===== src/rtl/inst_fetch_unit_pkg.sv =====
// Shared fetch/decode definitions for the RV32 core.
// Widths, reset PC default, opcodes and fetch buffer entry.
package inst_fetch_unit_pkg;

  localparam int XLEN   = 32;
  localparam int INST_W = 32;

  localparam logic [XLEN-1:0] DEFAULT_RESET_PC = 32'h0000_0000;

  localparam logic [6:0] OP_LUI   = 7'b0110111;
  localparam logic [6:0] OP_AUIPC = 7'b0010111;

  typedef enum logic [3:0] {
    ALU_ADD,
    ALU_SUB,
    ALU_AND,
    ALU_OR,
    ALU_XOR,
    ALU_SLL,
    ALU_SRL,
    ALU_SRA,
    ALU_SLT,
    ALU_SLTU
  } alu_ctrl_t;

  typedef struct packed {
    logic [INST_W-1:0] word;
    logic [XLEN-1:0]   pc;
  } fetch_entry_t;

  function automatic logic [XLEN-1:0] word_align(
    input logic [XLEN-1:0] a
  );
    return {a[XLEN-1:2], 2'b00};
  endfunction

endpackage


===== src/rtl/inst_fetch_unit_fifo.sv =====
// Fetch buffer: small synchronous FIFO of {word, pc}.
// Flush empties it in one cycle and wins over push.
module fetch_fifo
  import inst_fetch_unit_pkg::*;
#(
  parameter int DEPTH = 3,
  parameter int CW    = $clog2(DEPTH + 1)
) (
  input  logic         clk,
  input  logic         rst,
  input  logic         flush,
  input  logic         push,
  input  fetch_entry_t din,
  input  logic         pop,
  output fetch_entry_t head,
  output logic [CW-1:0] count,
  output logic         empty
);

  localparam int PW = (DEPTH > 1) ? $clog2(DEPTH) : 1;

  fetch_entry_t mem [DEPTH];
  logic [PW-1:0] wp;
  logic [PW-1:0] rp;

  function automatic logic [PW-1:0] bump(
    input logic [PW-1:0] p
  );
    return (p == PW'(DEPTH - 1)) ? '0 : p + PW'(1);
  endfunction

  // storage write; contents need no reset
  always_ff @(posedge clk) begin
    if (push) begin
      mem[wp] <= din;
    end
  end

  // pointers and occupancy
  always_ff @(posedge clk) begin
    if (rst || flush) begin
      wp    <= '0;
      rp    <= '0;
      count <= '0;
    end else begin
      if (push) begin
        wp <= bump(wp);
      end
      if (pop) begin
        rp <= bump(rp);
      end
      count <= count + CW'(push) - CW'(pop);
    end
  end

  assign head  = mem[rp];
  assign empty = (count == '0);

endmodule


===== src/rtl/inst_fetch_unit.sv =====
// RV32 instruction fetch stage: PC, imem requests, fetch buffer.
// Credits bound requests in flight plus buffered instructions.
module inst_fetch_unit
  import inst_fetch_unit_pkg::*;
#(
  parameter logic [31:0] RESET_PC    = DEFAULT_RESET_PC,
  parameter int          FETCH_DEPTH = 3
) (
  input  logic        clk,
  input  logic        rst,
  output logic        imem_req_valid,
  input  logic        imem_req_ready,
  output logic [31:0] imem_req_addr,
  input  logic        imem_rsp_valid,
  input  logic [31:0] imem_rsp_data,
  input  logic        redirect_valid,
  input  logic [31:0] redirect_pc,
  output logic        inst_valid,
  input  logic        inst_ready,
  output logic [31:0] instruction_code,
  output logic [31:0] inst_pc
);

  localparam int CW = $clog2(FETCH_DEPTH + 1);
  localparam logic [CW:0] CREDITS = (CW + 1)'(FETCH_DEPTH);

  logic [31:0]   pc;
  logic [31:0]   rsp_pc;
  logic [CW-1:0] outstanding;
  logic [CW-1:0] drop;
  logic [CW-1:0] occ;
  logic [CW-1:0] out_nxt;
  logic          req_fire;
  logic          inst_fire;
  logic          push;
  logic          empty;
  fetch_entry_t  head;
  fetch_entry_t  din;

  assign imem_req_valid = !rst &&
    (({1'b0, outstanding} + {1'b0, occ}) < CREDITS);
  assign imem_req_addr  = pc;
  assign req_fire  = imem_req_valid && imem_req_ready;
  assign inst_valid = !empty;
  assign inst_fire = inst_valid && inst_ready;
  assign push = imem_rsp_valid && (drop == '0);
  assign out_nxt = outstanding + CW'(req_fire)
                 - CW'(imem_rsp_valid);

  assign din.word = imem_rsp_data;
  assign din.pc   = rsp_pc;

  assign instruction_code = empty ? '0 : head.word;
  assign inst_pc          = empty ? RESET_PC : head.pc;

  // fetch PC: redirect beats sequential advance
  always_ff @(posedge clk) begin
    if (rst) begin
      pc <= RESET_PC;
    end else if (redirect_valid) begin
      pc <= word_align(redirect_pc);
    end else if (req_fire) begin
      pc <= pc + 32'd4;
    end
  end

  // request/response bookkeeping and stale-response discard
  always_ff @(posedge clk) begin
    if (rst) begin
      outstanding <= '0;
      drop        <= '0;
    end else begin
      outstanding <= out_nxt;
      if (redirect_valid) begin
        drop <= out_nxt;
      end else if (imem_rsp_valid && drop != '0) begin
        drop <= drop - CW'(1);
      end
    end
  end

  // PC tag of the next kept response
  always_ff @(posedge clk) begin
    if (rst) begin
      rsp_pc <= RESET_PC;
    end else if (redirect_valid) begin
      rsp_pc <= word_align(redirect_pc);
    end else if (push) begin
      rsp_pc <= rsp_pc + 32'd4;
    end
  end

  fetch_fifo #(
    .DEPTH (FETCH_DEPTH),
    .CW    (CW)
  ) u_fifo (
    .clk   (clk),
    .rst   (rst),
    .flush (redirect_valid),
    .push  (push),
    .din   (din),
    .pop   (inst_fire),
    .head  (head),
    .count (occ),
    .empty (empty)
  );

endmodule


===== config.mk =====
export PLATFORM = sky130hd
export DESIGN_NAME = inst_fetch_unit
export DESIGN_NICKNAME = d
export VERILOG_FILES = /design/src/rtl/inst_fetch_unit_pkg.sv /design/src/rtl/inst_fetch_unit_fifo.sv /design/src/rtl/inst_fetch_unit.sv
export SDC_FILE = /design/constraint.sdc
export NUM_CORES = 1
export LEC_CHECK = 0
export CAP_MARGIN = 10
export CORE_UTILIZATION = 55
export DETAILED_ROUTE_END_ITERATION = 7
export PLACE_DENSITY = 0.8
export SLEW_MARGIN = 20
export SYNTH_ARGS = -nofsm -noshare
export SYNTH_HDL_FRONTEND = slang
export SYNTH_HIERARCHICAL = 1
export SYNTH_SLANG_ARGS = --single-unit

===== constraint.sdc =====
create_clock -name clk -period 7.5 [get_ports clk]
set_input_delay 1.125 -clock clk [delete_from_list [all_inputs] [get_ports clk]]
set_output_delay 1.125 -clock clk [all_outputs]
set_load 0.01 [all_outputs]

## After elaboration in Yosys (flattened, before gate mapping)

Memories as Yosys holds them, arrays and structs flattened. A register that Yosys moved wholly into a read port is not among the register bits.
Cells that the tools add are included.

| word-level totals | value |
|---|---|
| register bits | 74 |
| bits in latches | 0 |
| RAM bits | 192 |
| ROM bits | 0 |
| input port bits | 70 |
| logic and storage cells | 52 |
| memories kept | 1 |

| operators by class | value |
|---|---|
| add/sub/neg operators | 10 |
| $mul | 0 |
| divide/modulo/power cells | 0 |
| $lt $le $gt $ge | 1 |
| equality and inequality tests | 2 |
| shifts and indexed selects | 0 |
| multiplexer cells | 14 |
| bitwise operators | 0 |
| reductions and logical operators | 15 |

Memory list:

| memory | depth | width | read ports | clocked after memory_dff | write ports | RTL line | text |
|---|---|---|---|---|---|---|---|
| u_fifo.mem | 3 | 64 | 1 | 1 | 1 | inst_fetch_unit_fifo.sv:22 | `fetch_entry_t mem [DEPTH];` |

Operators by type and width:

| kind | number |
|---|---|
| 2-to-1 mux 32 bit | 6 |
| adder 32 x 3 -> 32 bit, second input constant | 2 |
| 2-to-1 mux 2 bit | 6 |
| nonzero test 2 bit | 4 |
| logical AND 1 bit | 5 |
| adder 2 x 1 -> 2 bit | 2 |
| adder 2 x 1 -> 2 bit, second input constant | 2 |
| equality test 2 bit, second input constant | 2 |
| logical NOT 2 bit | 2 |
| subtractor 2 x 1 -> 2 bit | 2 |
| adder 2 x 2 -> 3 bit | 1 |
| < comparator 3 x 2 -> 1 bit, second input constant | 1 |
| logical NOT 1 bit | 2 |
| 2-to-1 mux 1 bit | 2 |
| OR reduction 2 bit | 1 |
| subtractor 2 x 1 -> 2 bit, second input constant | 1 |
| logical OR 1 bit | 1 |

## Depth between registers and ports, before layout

Gate-level depths: netlist of the first run.

| depth | value |
|---|---|
| depth after elaboration | 7 |
| depth in mapped cells | 10 |
| mapped depth without buffers | 10 |

## By module

The synthesis of the first run kept the hierarchy.

Modules (own cells, without submodules):

| module | instances | cells each | area an instance (µm²) | sequential area each (µm²) |
|---|---|---|---|---|
| fetch_fifo | 1 | 437 | 7472.2 | 5925.7 |
| inst_fetch_unit | 1 | 542 | 4259.1 | 1281.2 |

## Least setup slack after synthesis of the first run

Ideal clock, no wire load.

| timing | value |
|---|---|
| kind | in2reg |
| start | input port imem_rsp_valid |
| end | register u_fifo.wp[0] |
| library setup time | 0.079 ns |
| arrival | 6.745 ns |
| setup slack | 0.676 ns |
| stages on the path | 4 |
| path buffers | 0 |
| cells stage by stage | nand2_1 inv_1 nor3b_1 o21ba_2 |

| between the ends | value |
|---|---|
| cells in the longest elaborated chain, start to end | 1 |

Ends and longest elaborated chain:

| item | RTL line | text |
|---|---|---|
| from (decl) | inst_fetch_unit.sv:14 | `input logic imem_rsp_valid,` |
| logical AND 1 bit | inst_fetch_unit.sv:46 | `assign push = imem_rsp_valid && (drop == '0);` |
| named net push | inst_fetch_unit.sv:35 | `logic push;` |
| to (signal assigned) | inst_fetch_unit_fifo.sv:47 | `wp <= bump(wp);` |
| to (decl) | inst_fetch_unit_fifo.sv:23 | `logic [PW-1:0] wp;` |

The timed path passes the listed nets, and every way through them passes these cells.
A chain may end at the register's enable or synchronous reset.

==> out/results.ini, run 1 <==
[timing]
slew_viol_final = 0
tns_ps = 0
grt_setup_unrepaired = false
worstMarginPinSlew_ps = 1010
slew_headroom_pct = 32.0
setup_viol = 0
finalHoldViolations = 0
max_freq_ghz = 0.246
min_period_over_period_pct = 54.2
layout_min_cycle_time_ps = 4070
skew_ps = 9.23

[route]
dr.pass1.iters = 5
vias = 8160
wl_per_cell_um = 17.3
wl_um = 24700
ant_nets = 0
drc = 0
via_per_inst = 5.73
drtIter0Drc = 509

[logic_synthesis]
synthTopCellsByCount = 192 x edfxtp_1, 95 x nand2_1, 76 x nor2b_1, 72 x dfxtp_1, 66 x mux2i_1
synth_cell_types = 64
synth_edf_count = 192
ys.flop_type = edfxtp_1
synth_top_cell_by_area = edfxtp_1
syn-cell-area_um2 = 11700
async_flop_share_pct = 0
synth_top_area_share_pct = 49.1
synth_area_leaders = edfxtp_1 49%, dfxtp_1 12%, mux2i_1 5.6%
synth.most_common_cell = edfxtp_1
synth-seq-area-share_pct = 61.4
synth_seq_cells = 264
synth_cells = 979
yosys_warnings = 6
syn_avg_cell_area_um2 = 12.0

[setup_path]
cp.arrival_ps = 2940
critPathKind = flop to output pin
worstPathMaxFanout = 50
regToRegSetupSlack_ps = 4550
startpoint_type = flop
worstSetupEndpointType = output pin
cp.required_ps = 6380

[power]
vdd_ir_drop_max_mv = 0.146
p_leak_nw = 4.58
power.density_nw_per_um2 = 240

[grt]
grt-ovfl-total = 0
grt_pass1_vias = 7680
grt_pass1_wl_um = 38900
grtUsageMet3_pct = 3.55
grt_util_all_layers_pct = 22.4
grt_antenna_before_repair = 0
globalRouteMet2Util_pct = 37.0
met1_usage_pct = 30.7
busiest_layer = met2
grt_max_degree = 99

[die]
num_rows = 53
dieArea_um2 = 21900
ios = 168
die_width_um = 148
coreArea_um2 = 21000
start_util_pct = 56.0
die_height_um = 148

[status]
status = finished clean

[placement]
place_area_um2 = 13500
port_buffers = 163
dp_hpwl_um = 15700
gp_congestion = 0.866

[clocking]
cts_buffer_depth = 3
cts_sinks = 264
cts_inserted_buffers = 27
clkLatencyLatePin_ps = 520
htreeDepth = 1
cts-hold-fix-buffers = 0
cts_setup_buffers = 0
root_buffer = clkbuf_16
cts.clk_slew.worst_paths_ps = 60
cts_resized = 0
cts_tree = yes

[finish]
syn_to_final_growth_pct = 22.0
num_antenna_cells = 0
final_nets = 1207
final_area_um2 = 14300
drive_gt1_share_pct = 5.84

[min_path]
hold_class = flop to flop

[run]
cap_violations = 0

-- worst max-delay path: stages, from the launching register on --
cell and delay, ps:
dfxtp_4 520, buf_4 780, mux2i_1 150, o21ai_0 180, nor2b_1 200, clkdlybuf4s50_1 560
-- cell families (layout without fill, tap and decap cells) --
group	count (synthesis)	count (layout)	synth area share, %
AOI/OAI and AO/OA	196	196	11.0
DFF	264	264	61.4
adders and majority gates	9	9	1.02
buffers and inverters	89	251	3.73
muxes	66	66	5.63
xor gates and xnor gates	22	22	1.76
and+or+nand+nor	332	332	15.4
other	1	8	0.0320
-- path summary, 6_finish.rpt --
| kind | from | end | cells past startpoint |
|---|---|---|---|
| max reg2reg | u_fifo/count[0] | imem_req_addr[16] | 6 |
| min | u_fifo/rp[1] | flop | 2 |
| min reg2reg | u_fifo/rp[1] | flop | 2 |
| max | flop | instruction_code[30] | 5 |
-- placed cells by master, fill, tap and decap left out, types with 13 or more instances in the layout --
cell | Yosys | layout
o21ai_0 | 14 | 14
o21ai_1 | 58 | 58
mux2i_1 | 66 | 66
xnor2_1 | 14 | 14
a311oi_1 | 18 | 18
nand4_1 | 20 | 20
clkdlybuf4s50_1 | 0 | 162
edfxtp_1 | 192 | 192
nand3_1 | 19 | 19
dfxtp_1 | 72 | 70
nor2_1 | 28 | 26
nor3_1 | 13 | 13
inv_1 | 30 | 30
o21bai_1 | 13 | 13
nand2_1 | 95 | 95
nor4_1 | 16 | 16
a21oi_1 | 25 | 25
nor2b_1 | 76 | 76
a21boi_0 | 16 | 16
clkbuf_16 | 0 | 27
-- state kept, by name, indices dropped and copies added (netlist names), named ones only --
register and flops:
drop 2, imem_req_addr 30, outstanding 2, rsp_pc 30, u_fifo/count 2, u_fifo/mem 192, u_fifo/rp 2, u_fifo/wp 2
-- where the power goes --
part	switching (mW)	leakage, nW	internal, mW
Sequential	0.0645	2.38	1.68
Clock	0.519	0.392	0.702
Combinational	0.237	1.82	0.235
-- routing by layer --
layer  up-vias  share of wire, %
met3        44               6.8
met4         0               2.0
met2       288                48
met5         -                 0
li1       3929                 -
met1      3899                44
-- stage by stage --
| step | hold slack (ps) | total power [mW] | cells | utilization [%] | setup slack [ps] |
|---|---|---|---|---|---|
| finish | 490 | 3.44 | 1423 | 68.3 | 3430 |
| global route | 521 | 3.57 | 1423 | 68.3 | 3240 |
| CTS | 490 | 3.46 | 1423 | 68.3 | 3340 |
| detailed placement | 479 | 2.25 | 1374 | 64.4 | 3460 |
| global placement | 474 | 2.23 | 1374 | 64.4 | 3480 |
| floorplan | 438 | 2.03 | 986 | - | 676 |
-- cell type report --
| type | count | area [µm²] |
|---|---|---|
| Sequential cell | 264 | 7210 |
| Fill cell | 1544 | 6640 |
| Multi-Input combinational cell | 633 | 4130 |
| Timing Repair Buffer | 172 | 1690 |
| Clock buffer | 32 | 704 |
| Tap cell | 275 | 344 |
| Clock inverter | 17 | 113 |
| Inverter | 30 | 113 |
No activity file was read; power rests on OpenSTA's default activity.
==> run 2: changes to the inputs <==
Clock period 7.5 ns to 3.9 ns, I/O delays scaled along.
==> run 2 against run 1 <==
  * Die area stayed put
  * Total power increased by 91%
  * Register-to-register slack got worse by 3600 ps
  * Clock skew grew 2.2 ps
  * Global-route usage increased by 0.16 points
  * Sequential power grew 93%
  * Critical path depth decreased by 1
  * Clock-buffer cell count rose by 2
  * Final cell count grew 0.21%
==> out/results.ini, run 2 (synthesis gave the netlist of run 1 again) <==
[status]
status = finished clean

[finish]
final_common_cell = edfxtp_1
multi_input_area_um2 = 4140  ; +0.15%
regMostFlops = u_fifo/mem
seq_area_um2 = 7210  ; unchanged
final_nets = 1210  ; +0.25%
largest_reg_flops = 192  ; unchanged
final_cell_mix = 192 x edfxtp_1, 162 x clkdlybuf4s50_1, 95 x nand2_1
fill_cells = 1525  ; -1.2%
syn_to_final_growth_pct = 22.5
num_antenna_cells = 0  ; unchanged
final_area_um2 = 14400  ; +0.34%
drive_gt1_share_pct = 5.82  ; -0.015 points

[power]
p_leak_nw = 4.60  ; +0.35%
power.density_nw_per_um2 = 457  ; +91%
vdd_ir_drop_max_mv = 0.289  ; +98%

[die]
num_rows = 53  ; unchanged
start_util_pct = 56.0  ; unchanged
dieArea_um2 = 21900  ; unchanged
ios = 168  ; unchanged
die_width_um = 148  ; unchanged
die_height_um = 148  ; unchanged
coreArea_um2 = 21000  ; unchanged

[setup_path]
startpoint_type = flop
worst_path_max_delay_cell = clkdlybuf4s50_1
worstSetupEndpointType = output pin
crit_chain = ha_1 -> fa_1 -> a211oi_4 -> clkdlybuf4s50_1
critical_path.max_stage_delay_ps = 630  ; -150 ps
rr_startpoint = u_fifo/count[0]
critPathKind = flop to output pin
startpoint = u_fifo/count[0]
crit_family = adder cells
critPathBufInv = 1  ; -1
cp.arrival_ps = 2690  ; -250 ps
cp.required_ps = 3310  ; -3070 ps
worstPathMaxFanout = 10  ; -80%

[grt]
busiest_layer = met2
grtUsageMet3_pct = 3.36  ; -0.19 points
grt-ovfl-total = 0  ; unchanged
grt_util_all_layers_pct = 22.5  ; +0.16 points
met1_usage_pct = 30.7  ; -0.057 points
grt_pass1_vias = 7684  ; +0.052%
globalRouteMet2Util_pct = 37.6  ; +0.61 points
grt_max_degree = 70  ; -29%
grt_pass1_wl_um = 39000  ; +0.39%
grt_antenna_before_repair = 0  ; unchanged

[route]
drc = 0  ; unchanged
ant_nets = 0  ; unchanged
wl_um = 24600  ; -0.18%
via_per_inst = 5.67  ; -1.1%
drtIter0Drc = 581  ; +14%
vias = 8086  ; -0.91%
wl_per_cell_um = 17.3  ; -0.39%
dr.pass1.iters = 5  ; unchanged

[timing]
max_freq_ghz = 0.305
layout_min_cycle_time_ps = 3280
min_period_over_period_pct = 84.1
whs_ps = 449  ; -41.0 ps
fin_ws_ps = 620  ; -2810 ps
skew_ps = 11.4  ; +2.16 ps
slew_viol_final = 0  ; unchanged
slew_headroom_pct = 24.1  ; -7.9 points
setup_viol = 0  ; unchanged
grt_setup_unrepaired = false
tns_ps = 0  ; unchanged
worstMarginPinSlew_ps = 1130  ; +117 ps
finalHoldViolations = 0  ; unchanged

[clocking]
root_buffer = clkbuf_16
cts_resized = 0  ; unchanged
htreeDepth = 1  ; unchanged
cts-hold-fix-buffers = 0  ; unchanged
cts_sinks = 264  ; unchanged
cts_setup_buffers = 0  ; unchanged
cts_tree = yes
cts_buffer_depth = 3  ; unchanged
clkLatencyLatePin_ps = 520  ; about the same
cts_inserted_buffers = 26  ; -3.7%
cts.clk_slew.worst_paths_ps = 60  ; about the same

[placement]
place_area_um2 = 13600  ; +0.55%
pre_cts_ws_ps = 980  ; -2480 ps
port_buffers = 163  ; unchanged
gp_congestion = 0.876  ; +1.1%
dp_hpwl_um = 15800  ; +0.39%

[min_path]
hp-start = redirect_valid
hold_class = input pin to flop

[run]
cap_violations = 0  ; unchanged

-- run 2: cell count changes in the layout (fill, tap and decap cells not counted) --
| cell | before | now |
|---|---|---|
| clkinvlp_2 | 0 | 2 |
| clkbuf_8 | 1 | 0 |
| nor3b_2 | 1 | 0 |
| clkinvlp_4 | 4 | 1 |
| buf_4 | 9 | 10 |
| nor3b_4 | 0 | 1 |
| clkinv_2 | 6 | 4 |
| buf_12 | 0 | 3 |
| clkbuf_1 | 4 | 7 |
-- run 2: where the power goes --
group | switching [mW] | internal [mW]
sequential | 0.127 | 3.23
clock | 0.972 | 1.33
combinational | 0.452 | 0.462
-- run 2: worst paths after layout --
| kind | end | slack (ps) | cells after the start |
|---|---|---|---|
| max | imem_req_valid | 620 | 4 |
| min | drop[0] | 450 | 3 |
| max reg2reg | imem_req_addr[16] | 990 | 6 |
| min reg2reg | flop | 500 | 2 |
-- run 2: layer usage --
| metal | up-vias | routed length, µm |
|---|---|---|
| li1 | 3940 | - |
| met1 | 3763 | 10700 |
| met2 | 347 | 11700 |
| met3 | 36 | 1780 |
| met4 | 0 | 421 |
| met5 | - | 0 |
-- run 2: layout make-up --
type	count	area share, %
repair buffers	176	12.3
flip-flops and latches	264	50.2
clock inverters	14	0.627
clock buffers	34	4.89
multi-input cells	633	28.8
inverters	30	0.784
well taps	275	2.40
-- run 2: stage by stage --
step | util [%] | power [mW] | std cells
6_report | 68.6 | 6.57 | 1426
5_1_grt | 68.6 | 6.83 | 1426
2_1_floorplan | - | 3.90 | 986
3_3_place_gp | 64.8 | 4.30 | 1378
3_5_place_dp | 64.8 | 4.33 | 1378
4_1_cts | 68.6 | 6.62 | 1426
-- run 2: worst reg2reg max path, stage by stage, from the launching register on --
cell and delay (ps):
dfxtp_1 440, ha_1 200, fa_1 460, a211oi_4 450
nand3_1 470, or4_1 650, a31oi_1 170
